**config.mk**
```make
export PLATFORM = sky130hd
export DESIGN_NAME = ring_guard
export DESIGN_NICKNAME = d
export VERILOG_FILES = /design/src/rtl/ring_guard_pkg.sv /design/src/rtl/ring_violation_check.sv /design/src/rtl/ring_guard.sv
export SDC_FILE = /design/constraint.sdc
export NUM_CORES = 1
export LEC_CHECK = 0
export CAP_MARGIN = 20
export CORE_MARGIN = 10
export CORE_UTILIZATION = 45
export CTS_BUF_LIST = sky130_fd_sc_hd__clkbuf_8 sky130_fd_sc_hd__clkbuf_16
export DETAILED_ROUTE_END_ITERATION = 8
export DONT_BUFFER_PORTS = 1
export GPL_ROUTABILITY_DRIVEN = 0
export PLACE_DENSITY_LB_ADDON = 0.1
export SLEW_MARGIN = 25
export SYNTH_ARGS = -nofsm -noshare
export SYNTH_HDL_FRONTEND = slang
export SYNTH_SLANG_ARGS = --single-unit
```
**constraint.sdc**
```tcl
create_clock -name clock -period 5.7 [get_ports clock]
set_clock_uncertainty 0.2 [all_clocks]
set_input_delay 1.14 -clock clock [delete_from_list [all_inputs] [get_ports clock]]
set_output_delay 1.14 -clock clock [all_outputs]
set_load 0.005 [all_outputs]
```
**src/rtl/ring_guard_pkg.sv**
```systemverilog
// Shared types for the two-ring protection unit: ring states, fault cause codes
// and the fault-handling mode selectors.
package ring_guard_pkg;

  typedef enum logic [1:0] {
    KERNEL = 2'd0,
    USER   = 2'd1,
    TRAP   = 2'd2,
    HALTED = 2'd3
  } ring_state_e;

  typedef enum logic [2:0] {
    CAUSE_NONE  = 3'd0,
    CAUSE_JUMP  = 3'd1,
    CAUSE_MEM   = 3'd2,
    CAUSE_WRITE = 3'd3,
    CAUSE_SEL_A = 3'd4,
    CAUSE_SEL_B = 3'd5
  } fault_cause_e;

  localparam int FAULT_HALT = 0;
  localparam int FAULT_TRAP = 1;

endpackage

```
**src/rtl/ring_violation_check.sv**
```systemverilog
// Combinational user-mode limit checks with a fixed-priority encoder that picks
// the single cause (and offending address/select) to report.
module ring_violation_check
  import ring_guard_pkg::*;
#(
  parameter int PC_W            = 16,
  parameter int ADDR_W          = 16,
  parameter int SEL_W           = 5,
  parameter int RING0_ENTRY     = 0,
  parameter int RING0_MEM_LIMIT = 255,
  parameter int RING0_REG_LIMIT = 3,
  parameter int USER_PC_OFFSET  = 16384,
  parameter int FA_W            = 16
) (
  input  logic              user_mode,
  input  logic              jump,
  input  logic [PC_W-1:0]   jump_target,
  input  logic              syscall_req,
  input  logic              mem_valid,
  input  logic [ADDR_W-1:0] mem_addr,
  input  logic              reg_valid,
  input  logic [SEL_W-1:0]  a_sel,
  input  logic [SEL_W-1:0]  b_sel,
  input  logic              write_enable,
  input  logic [SEL_W-1:0]  write_sel,
  output logic              syscall_jump,
  output logic              violation,
  output fault_cause_e      cause,
  output logic [FA_W-1:0]   fault_addr
);

  // Largest virtual target whose physical address still fits in PC_W bits.
  localparam int JUMP_MAX = (1 << PC_W) - 1 - USER_PC_OFFSET;

  logic jump_bad;
  logic mem_bad;
  logic write_bad;
  logic a_bad;
  logic b_bad;

  assign syscall_jump = jump && syscall_req && (jump_target == PC_W'(RING0_ENTRY));

  assign jump_bad  = user_mode && jump && !syscall_jump && (jump_target > PC_W'(JUMP_MAX));
  assign mem_bad   = user_mode && mem_valid && (mem_addr <= ADDR_W'(RING0_MEM_LIMIT));
  assign write_bad = user_mode && write_enable && (write_sel <= SEL_W'(RING0_REG_LIMIT));
  assign a_bad     = user_mode && reg_valid && (a_sel <= SEL_W'(RING0_REG_LIMIT));
  assign b_bad     = user_mode && reg_valid && (b_sel <= SEL_W'(RING0_REG_LIMIT));

  always_comb begin
    violation  = 1'b1;
    cause      = CAUSE_NONE;
    fault_addr = '0;
    if (jump_bad) begin
      cause      = CAUSE_JUMP;
      fault_addr = FA_W'(jump_target);
    end else if (mem_bad) begin
      cause      = CAUSE_MEM;
      fault_addr = FA_W'(mem_addr);
    end else if (write_bad) begin
      cause      = CAUSE_WRITE;
      fault_addr = FA_W'(write_sel);
    end else if (a_bad) begin
      cause      = CAUSE_SEL_A;
      fault_addr = FA_W'(a_sel);
    end else if (b_bad) begin
      cause      = CAUSE_SEL_B;
      fault_addr = FA_W'(b_sel);
    end else begin
      violation  = 1'b0;
    end
  end

endmodule

```
**src/rtl/ring_guard.sv**
```systemverilog
// Two-ring privilege unit: tracks KERNEL/USER, supplies memory offsets, and
// captures the first protection fault before halting or trapping to the kernel.
module ring_guard
  import ring_guard_pkg::*;
#(
  parameter int PC_W            = 16,
  parameter int ADDR_W          = 16,
  parameter int SEL_W           = 5,
  parameter int RING0_ENTRY     = 0,
  parameter int RING0_MEM_LIMIT = 255,
  parameter int RING0_REG_LIMIT = 3,
  parameter int USER_PC_OFFSET  = 16384,
  parameter int USER_MEM_OFFSET = 256,
  parameter int FAULT_MODE      = 0,
  parameter int CNT_W           = 8
) (
  input  logic                                      clock,
  input  logic                                      reset,
  input  logic                                      io_jump,
  input  logic [PC_W-1:0]                           io_jumpTarget,
  input  logic                                      io_syscallReq,
  input  logic                                      io_userEnter,
  input  logic                                      io_memValid,
  input  logic [ADDR_W-1:0]                         io_memAddr,
  input  logic                                      io_regValid,
  input  logic [SEL_W-1:0]                          io_aSel,
  input  logic [SEL_W-1:0]                          io_bSel,
  input  logic                                      io_writeEnable,
  input  logic [SEL_W-1:0]                          io_writeSel,
  input  logic                                      io_faultClear,
  output logic                                      io_privileged,
  output logic [PC_W-1:0]                           io_progOffset,
  output logic [ADDR_W-1:0]                         io_dataOffset,
  output logic                                      io_halt,
  output logic                                      io_trapRedirect,
  output logic [PC_W-1:0]                           io_trapTarget,
  output logic                                      io_faultValid,
  output logic [2:0]                                io_faultCause,
  output logic [((PC_W > ADDR_W) ? PC_W : ADDR_W)-1:0] io_faultAddr,
  output logic [CNT_W-1:0]                          io_faultCount
);

  localparam int FA_W = (PC_W > ADDR_W) ? PC_W : ADDR_W;

  ring_state_e     state_reg, state_next;
  logic            fault_valid_reg;
  fault_cause_e    fault_cause_reg;
  logic [FA_W-1:0] fault_addr_reg;
  logic [CNT_W-1:0] fault_count_reg;

  logic            user_mode;
  logic            syscall_jump;
  logic            violation;
  fault_cause_e    viol_cause;
  logic [FA_W-1:0] viol_addr;
  logic            legal_syscall;

  assign user_mode     = (state_reg == USER);
  assign legal_syscall = user_mode && syscall_jump && !violation;

  ring_violation_check #(
    .PC_W            (PC_W),
    .ADDR_W          (ADDR_W),
    .SEL_W           (SEL_W),
    .RING0_ENTRY     (RING0_ENTRY),
    .RING0_MEM_LIMIT (RING0_MEM_LIMIT),
    .RING0_REG_LIMIT (RING0_REG_LIMIT),
    .USER_PC_OFFSET  (USER_PC_OFFSET),
    .FA_W            (FA_W)
  ) u_check (
    .user_mode    (user_mode),
    .jump         (io_jump),
    .jump_target  (io_jumpTarget),
    .syscall_req  (io_syscallReq),
    .mem_valid    (io_memValid),
    .mem_addr     (io_memAddr),
    .reg_valid    (io_regValid),
    .a_sel        (io_aSel),
    .b_sel        (io_bSel),
    .write_enable (io_writeEnable),
    .write_sel    (io_writeSel),
    .syscall_jump (syscall_jump),
    .violation    (violation),
    .cause        (viol_cause),
    .fault_addr   (viol_addr)
  );

  always_comb begin
    state_next = state_reg;
    case (state_reg)
      KERNEL: if (io_userEnter) state_next = USER;
      USER: begin
        if (violation) begin
          state_next = (FAULT_MODE == FAULT_TRAP) ? TRAP : HALTED;
        end else if (syscall_jump) begin
          state_next = KERNEL;
        end
      end
      TRAP:    state_next = KERNEL;
      HALTED:  state_next = HALTED;
      default: state_next = HALTED;
    endcase
  end

  always_ff @(posedge clock) begin
    if (reset) begin
      state_reg       <= KERNEL;
      fault_valid_reg <= 1'b0;
      fault_cause_reg <= CAUSE_NONE;
      fault_addr_reg  <= '0;
      fault_count_reg <= '0;
    end else begin
      state_reg <= state_next;
      if (violation) begin
        if (fault_count_reg != {CNT_W{1'b1}}) begin
          fault_count_reg <= fault_count_reg + 1'b1;
        end
        // A clear arriving with a new fault still lets that fault be captured.
        if (!fault_valid_reg || io_faultClear) begin
          fault_valid_reg <= 1'b1;
          fault_cause_reg <= viol_cause;
          fault_addr_reg  <= viol_addr;
        end
      end else if (io_faultClear && state_reg == KERNEL) begin
        fault_valid_reg <= 1'b0;
        fault_cause_reg <= CAUSE_NONE;
        fault_addr_reg  <= '0;
      end
    end
  end

  assign io_privileged   = (state_reg != USER);
  assign io_progOffset   = (user_mode && !legal_syscall) ? PC_W'(USER_PC_OFFSET) : '0;
  assign io_dataOffset   = user_mode ? ADDR_W'(USER_MEM_OFFSET) : '0;
  assign io_halt         = (state_reg == HALTED);
  assign io_trapRedirect = (state_reg == TRAP);
  assign io_trapTarget   = PC_W'(RING0_ENTRY);
  assign io_faultValid   = fault_valid_reg;
  assign io_faultCause   = fault_cause_reg;
  assign io_faultAddr    = fault_addr_reg;
  assign io_faultCount   = fault_count_reg;

endmodule
```
==> results of run 1 <==
worst max-delay path: stages (launching register included):
cell	delay, ns
dfxtp_1	0.35
nor2b_1	0.69
inv_2	0.14
nor2_2	0.54
nor4_2	0.13
nand2_1	0.13
worst min path at each step:
stage                          start               end  cells after the start
global placement     io_faultAddr[6]   io_faultAddr[6]                      1
finish               io_faultAddr[4]   io_faultAddr[4]                      1
detailed placement   io_faultAddr[4]   io_faultAddr[4]                      1
global route         io_faultAddr[5]   io_faultAddr[5]                      1
floorplan           io_faultCause[0]  io_faultCause[0]                      1
CTS                  io_faultAddr[4]   io_faultAddr[4]                      1
metal layers:
metal,part of all wire,vias to the layer above
li1,-,690
met1,0.39,691
met2,0.46,94
met3,0.14,9
met4,0.018,0
met5,0,-
metrics by stage:
stage	hold slack (ns)	util	worst slack, ns	instance area [µm²]
2_1_floorplan	0.2511	-	2.223	2059
3_3_place_gp	0.2908	0.4245	2.234	1710
3_5_place_dp	0.2899	0.4245	2.186	1710
4_1_cts	0.3020	0.4450	2.032	1793
5_1_grt	0.3094	0.4450	1.879	1793
6_report	0.2952	0.4450	2.099	1793
kinds of logic after synthesis:
group | Yosys count
xor gates and xnor gates | 1
adders and majority gates | 1
other | 1
muxes | 2
and+or+nand+nor | 67
DFF | 30
AOI/OAI and AO/OA | 54
buffers and inverters | 61
cell usage in the layout, fill, tap and decap left out, types with 3 or more instances in the layout:
cell	n
clkbuf_8	6
o21ai_0	9
or3_1	7
nor3_1	6
conb_1	46
o2bb2ai_1	7
and4b_1	3
nand2_1	11
nand3_1	12
dfxtp_1	30
a21oi_1	8
a22oi_1	6
a31oi_1	3
nor2_1	7
nor4_1	5
a22o_1	6
inv_1	3
power groups by stage:
stage | combinational (mW) | sequential (mW) | clock [mW]
6_report | 0.0462 | 0.218 | 0.165
5_1_grt | 0.0531 | 0.219 | 0.177
4_1_cts | 0.0450 | 0.218 | 0.172
3_3_place_gp | 0.0438 | 0.223 | 0
3_5_place_dp | 0.0449 | 0.223 | 0
2_1_floorplan | 0.0663 | 0.221 | 0
area by class of cell:
| type | instances | area [µm²] |
|---|---|---|
| tap | 50 | 62.56 |
| timing repair buffer | 1 | 7.507 |
| clock buffer | 6 | 82.58 |
| fill | 411 | 2236 |
| inverter | 4 | 15.01 |
| multi-input combinational | 171 | 1025 |
| sequential | 30 | 600.6 |
==> qor.yml, run 1 <==
status: "completed"
fin_nets: 270
grt_max_degree: 23
worstReg2RegEnd: "io_faultAddr[2]"
synth_ff_type: "dfxtp_1"
netlist_top_cells_area: "dfxtp_1 32%, buf_4 19%, o2bb2ai_1 3.2%, nand3_1 3.2%, a22o_1 2.8%"
antenna_found_initial: 0
wl_per_cell_um: 19.94
yosys.area.top_type: "dfxtp_1"
hpwlAfterDp_um: 4371
cp-start-kind: "flop"
crit_end: "io_progOffset[14]"
syn_avg_cell_area_um2: 8.712
grt.met1_usage: 0.1434
antenna_cells: 0
synth_compound_gate_area_share: 0.2244
largest_register_ffs: 16
worst-setup-path-type: "reg -> out"
synthMuxAreaShare: 0.01059
worstPathArrival_ns: 2.26
power.internal_mw: 0.3207
antenna_left: 0
yosys.area_share.simple: 0.2045
coreArea_um2: 4029
synth-xor-area-share: 0.004633
ff2ff_setup_slack_ns: 2.67
finalPower_mw: 0.4295
clkSinkCount: 30
required_ns: 4.36
totalWireLength_um: 5225
synth_cells: 217
synth_top_family_by_area: "buffers and inverters"
use_met2: 0.2162
start_util: 0.4693
rows: 23
fin_crit_ns: 3.601
place_inst: 256
cts_buffers: 5
setup_viol_count_final: 0
track_usage: 0.1373
fin_setup_tns_ns: 0
p_leak_nw: 0.6852
layout_worst_path_cycle_share: 0.6318
synth_seq_cells: 30
clockBufferDepth: 2
finalNonFillerCells: 262
grt_pass1_vias: 1505
cts-root-buf: "clkbuf_8"
drive_gt1_frac: 0.08019
postCtsSetupRepairBufs: 0
power_density_nw_per_um2: 239.5
viasPerCell: 5.664
timing_hold_violations_final: 0
tightest_slew_ns: 0.8427
clkPwrFrac: 0.385
cts-hold-fix-buffers: 0
gr-usage-met3: 0.09082
p_comb_frac: 0.108
max_cap_violations: 0
rsz0062_at_grt: "no"
cp_max_fo: 14
power_frac_seq: 0.508
ys_seq_area_frac: 0.3177
cts_max_level: 2
clkLatencyLatePin_ns: 0.28
grt-busiest-layer: "met2"
synth_edf_count: 0
overflow: 0
syn_area_um2: 1891
die_w_um: 84.82
cts_tree: "built"
die_h_um: 84.82
synthToLayoutAreaGrowth_pct: -5.162
postSynth.asyncResetShare: 0
drcViolationCount: 0
relSlewSlack: 0.4370
ys_types: 48
power_switching_mw: 0.1088
cts_resized: 0
synth_top_area_share: 0.3177
die_area_um2: 7194
post-synth-top-count-cell: "buf_4"
worstReg2RegStart: "state_reg[0]"
synthTopCellsByCount: "48 x buf_4, 30 x dfxtp_1, 12 x nand3_1, 11 x nand2_1, 9 x o21ai_0"
min_path_type: "reg -> reg"
vdd_ir_drop_max_uv: 80.33
via_count: 1484
end_kind: "output port"
drt-initial-drc-count: 76
ys.warnings.count: 0
grt_pass1_wl_um: 7983
max_freq_ghz: 0.2777
startpoint: "state_reg[0]"
switching_share: 0.2533
reg2reg_depth: 7
drt_pass1_iterations: 4
slew_violations: 0
cts.clk_slew.worst_paths_ns: 0.06
ios: 135
port_buffers: 0
synth-adder-area-share: 0.006618
Note: power is estimated with default switching activity, not from simulation.
==> run 2: changes to the inputs <==
==> constraint.sdc (replaced) <==
create_clock -name clock -period 3.2 [get_ports clock]
set_clock_uncertainty 0.2 [all_clocks]
set_input_delay 0.64 -clock clock [delete_from_list [all_inputs] [get_ports clock]]
set_output_delay 0.64 -clock clock [all_outputs]
set_load 0.005 [all_outputs]
==> run 2 against run 1 <==
  * Non-clock buffer count increased by 1
  * Via count increased by 0.61%
  * Sequential cell count unchanged
  * Final area is 1.1% higher
  * Die area unchanged
  * Wire length rose by 6.1%
  * Combinational power grew 80%
  * Sequential share of layout area fell by 0.37 points
==> qor.yml, run 2 (synthesis results as in run 1) <==
cts-hold-fix-buffers: 0
power_switching_mw: 0.2132
hpwlAfterDp_um: 4599
setup_viol_count_final: 0
wl_per_cell_um: 20.92
antenna_found_initial: 0
vdd_ir_drop_max_uv: 230.8
clockBufferDepth: 2
via_count: 1493
cts_resized: 0
required_ns: 2.36
finalPower_mw: 0.7918
timing_hold_violations_final: 0
multiInputGateArea_um2: 1025
min_path_type: "in -> reg"
clkPwrFrac: 0.405
clkSinkCount: 30
overflow: 0
viasPerCell: 5.634
die_h_um: 84.82
clkLatencyLatePin_ns: 0.28
tightest_slew_ns: 0.8223
grt_max_degree: 23
layout_commonest_cell: "conb_1"
cts-root-buf: "clkbuf_8"
worstPathArrival_ns: 2.14
track_usage: 0.1430
fin_setup_tns_ns: 0
status: "completed"
switching_share: 0.2692
die_area_um2: 7194
cp-start-kind: "flop"
drt-initial-drc-count: 76
antenna_cells: 0
power.internal_mw: 0.5786
layout_worst_path_cycle_share: 0.9309
drt_pass1_iterations: 4
cp_max_fo: 10
relSlewSlack: 0.4507
grt_pass1_wl_um: 8362
cts_tree: "built"
final_cell_mix: "46 x conb_1, 30 x dfxtp_1, 12 x nand3_1"
fillCellCount: 411
cts.clk_slew.worst_paths_ns: 0.07
worst-setup-path-type: "reg -> out"
rsz0062_at_grt: "no"
p_leak_nw: 0.6947
power_density_nw_per_um2: 436.7
fin_nets: 271
place_inst: 257
start_util: 0.4693
regArea_um2: 600.6
cts_buffers: 5
grt_pass1_vias: 1550
finalNonFillerCells: 265
power_frac_seq: 0.490
totalWireLength_um: 5544
fin_crit_ns: 2.979
end_kind: "output port"
max_cap_violations: 0
die_w_um: 84.82
drcViolationCount: 0
port_buffers: 0
cts_max_level: 2
antenna_left: 0
max_freq_ghz: 0.3357
p_comb_frac: 0.105
rows: 23
drive_gt1_frac: 0.09302
postCtsSetupRepairBufs: 0
synthToLayoutAreaGrowth_pct: -4.103
slew_violations: 0
largest_register_ffs: 16
coreArea_um2: 4029
ios: 135
-- run 2: final timing paths --
kind | end | slack, ns | start | cells after the start
worst min register to register | io_faultAddr[3] | 0.30 | io_faultAddr[3] | 1
worst max register to register | io_faultCount[5] | 0.43 | state_reg[0] | 7
worst min-delay path | state_reg[1] | 0.22 | reset | 1
worst max-delay path | io_progOffset[14] | 0.22 | state_reg[0] | 5
-- run 2: layout make-up --
cell class,instances,share of cell area
Clock inverter,2,0.006901
Multi-Input combinational cell,171,0.5652
Timing Repair Buffer,2,0.008282
Sequential cell,30,0.3313
Inverter,4,0.008282
Tap cell,50,0.03451
Clock buffer,6,0.04555
-- run 2: power by group through the flow --
stage | Sequential (mW) | Clock [mW] | Combinational, mW
after floorplan | 0.394 | 0 | 0.118
after global placement | 0.397 | 0 | 0.0782
after detailed placement | 0.397 | 0 | 0.0793
after CTS | 0.388 | 0.327 | 0.0796
after global routing | 0.390 | 0.345 | 0.0941
final | 0.388 | 0.321 | 0.0831
-- run 2: routing by layer --
layer	GRT usage	wire [µm]
met1	0.1451	2049
met2	0.2368	2618
met3	0.09178	784
met4	0.04341	91
met5	0	0
-- run 2: stage by stage --
stage | worst slack (ns) | utilization | hold WS [ns] | cell area [µm²]
6_report | 0.2212 | 0.4500 | 0.2203 | 1813
3_3_place_gp | 0.5681 | 0.4264 | 0.2895 | 1718
3_5_place_dp | 0.4785 | 0.4264 | 0.2936 | 1718
2_1_floorplan | 0.7225 | - | 0.2511 | 2059
5_1_grt | 0.07879 | 0.4500 | 0.2122 | 1813
4_1_cts | 0.2484 | 0.4500 | 0.2145 | 1813
-- run 2: worst max-delay path, cell delays in order (launching register included) --
cell     delay, ns
dfxtp_1       0.36
nor2b_1       0.68
inv_2         0.15
nor2_2        0.39
nor4_2        0.16
nand2_1       0.13
==> run 3: changes to the inputs <==
--- a/config.mk
+++ b/config.mk
@@ -7,12 +7,12 @@
 export LEC_CHECK = 0
 export CAP_MARGIN = 20
 export CORE_MARGIN = 10
-export CORE_UTILIZATION = 45
+export CORE_UTILIZATION = 57
 export CTS_BUF_LIST = sky130_fd_sc_hd__clkbuf_8 sky130_fd_sc_hd__clkbuf_16
 export DETAILED_ROUTE_END_ITERATION = 8
 export DONT_BUFFER_PORTS = 1
 export GPL_ROUTABILITY_DRIVEN = 0
-export PLACE_DENSITY_LB_ADDON = 0.1
+export PLACE_DENSITY = 0.81
 export SLEW_MARGIN = 25
 export SYNTH_ARGS = -nofsm -noshare
 export SYNTH_HDL_FRONTEND = slang
==> run 3 against run 2 <==
  * Utilization is 14 points higher
  * Final area is 0.34% higher
  * Die area is 16% lower
  * Cell count is 2.3% lower
  * Global-route usage is 1.8 points higher
  * Largest power group unchanged
==> qor.yml, run 3 (synthesis results as in run 1) <==
status: "completed"
crit_end: "io_progOffset[14]"
postCtsSetupRepairBufs: 0
ios: 135
worst-setup-path-type: "reg -> out"
cts.clk_slew.worst_paths_ns: 0.06
viasPerCell: 5.664
rows: 20
overflow: 0
via_count: 1467
wl_met1_um: 1921
cts_resized: 0
vdd_ir_drop_max_uv: 370.1
die_w_um: 77.59
final_cell_mix: "46 x conb_1, 30 x dfxtp_1, 12 x nand3_1"
max_freq_ghz: 0.3595
max_cap_violations: 0
finalNonFillerCells: 259
tightest_slew_ns: 0.6814
required_ns: 2.36
antenna_left: 0
hpwlAfterDp_um: 4416
cts_buffers: 5
worstReg2RegStart: "state_reg[0]"
worstPathArrival_ns: 1.94
regArea_um2: 600.6
placed_area_um2: 1710
layout_setup_ws_ns: 0.4184
cp_max_fo: 10
clkSinkCount: 30
drcViolationCount: 0
wl_met2_um: 2649
startpoint: "state_reg[0]"
wl_per_cell_um: 20.44
p_leak_nw: 0.7054
cp-start-kind: "flop"
fin_crit_ns: 2.782
largest_register_ffs: 16
antenna_found_initial: 0
dp_slack_ns: 0.6850
synthToLayoutAreaGrowth_pct: -3.773
die_area_um2: 6020
fin_nets: 271
setup_viol_count_final: 0
drive_gt1_frac: 0.09302
rsz0062_at_grt: "no"
worstReg2RegEnd: "io_faultAddr[3]"
relSlewSlack: 0.5423
timing_hold_violations_final: 0
track_usage: 0.1609
timing.hold.ws_ns: 0.2144
reg2reg_depth: 6
place_inst: 251
ff2ff_setup_slack_ns: 0.67
multiInputGateArea_um2: 1025
start_util: 0.6093
cts-root-buf: "clkbuf_8"
coreArea_um2: 3103
min_path_type: "in -> reg"
drt-initial-drc-count: 124
finalPower_mw: 0.8485
layout_commonest_cell: "conb_1"
fin_util: 0.5863
grt_pass1_wl_um: 7948
clockBufferDepth: 2
final_area_um2: 1819
grt_max_degree: 23
fillCellCount: 285
layout_worst_path_cycle_share: 0.8692
cts_max_level: 2
totalWireLength_um: 5294
power_density_nw_per_um2: 466.4
antenna_cells: 0
wl_met3_um: 679
fin_setup_tns_ns: 0
die_h_um: 77.59
port_buffers: 0
end_kind: "output port"
grt_pass1_vias: 1406
slew_violations: 0
cts-hold-fix-buffers: 0
drt_pass1_iterations: 5
topRoutingLayerUsed: "met4"
clkLatencyLatePin_ns: 0.29
cts_tree: "built"
-- run 3: cell count changes in the layout (fill, tap and decap cells not counted) --
cell,change
clkinvlp_4,-1
clkbuf_8,-1
clkinv_2,+1
bufinv_16,+1
-- run 3: metal layers --
metal,global-route usage,vias to the layer above
li1,-,697
met4,0.03832,0
met1,0.1703,676
met2,0.2728,87
met5,0,-
met3,0.08871,7
-- run 3: cell type report --
class                   instances  share of cell area
inverters                       4            0.008253
clock buffers                   5             0.03783
multi-input cells             171              0.5633
clock inverters                 3             0.02201
flip-flops and latches         30              0.3301
repair buffers                  2            0.008253
well taps                      44             0.03026
-- run 3: worst min-delay path by stage --
stage / start / end / cells after the start
final: reset / io_faultAddr[15] / 1
after global routing: reset / io_faultValid / 1
after CTS: reset / io_faultValid / 1
after detailed placement: io_faultAddr[4] / io_faultAddr[4] / 1
after global placement: io_faultAddr[4] / io_faultAddr[4] / 1
after floorplan: io_faultCause[0] / io_faultCause[0] / 1
-- run 3: power by group --
group / switching [mW] / internal, mW
clock network: 0.149 / 0.229
registers: 0.00722 / 0.381
logic: 0.0573 / 0.0253
total: 0.214 / 0.635
-- run 3: critical path, stage by stage, from the launching register on --
cell,delay (ns)
dfxtp_1,0.35
nor2b_1,0.57
inv_2,0.16
nor2_2,0.34
nor4_2,0.12
nand2_1,0.12
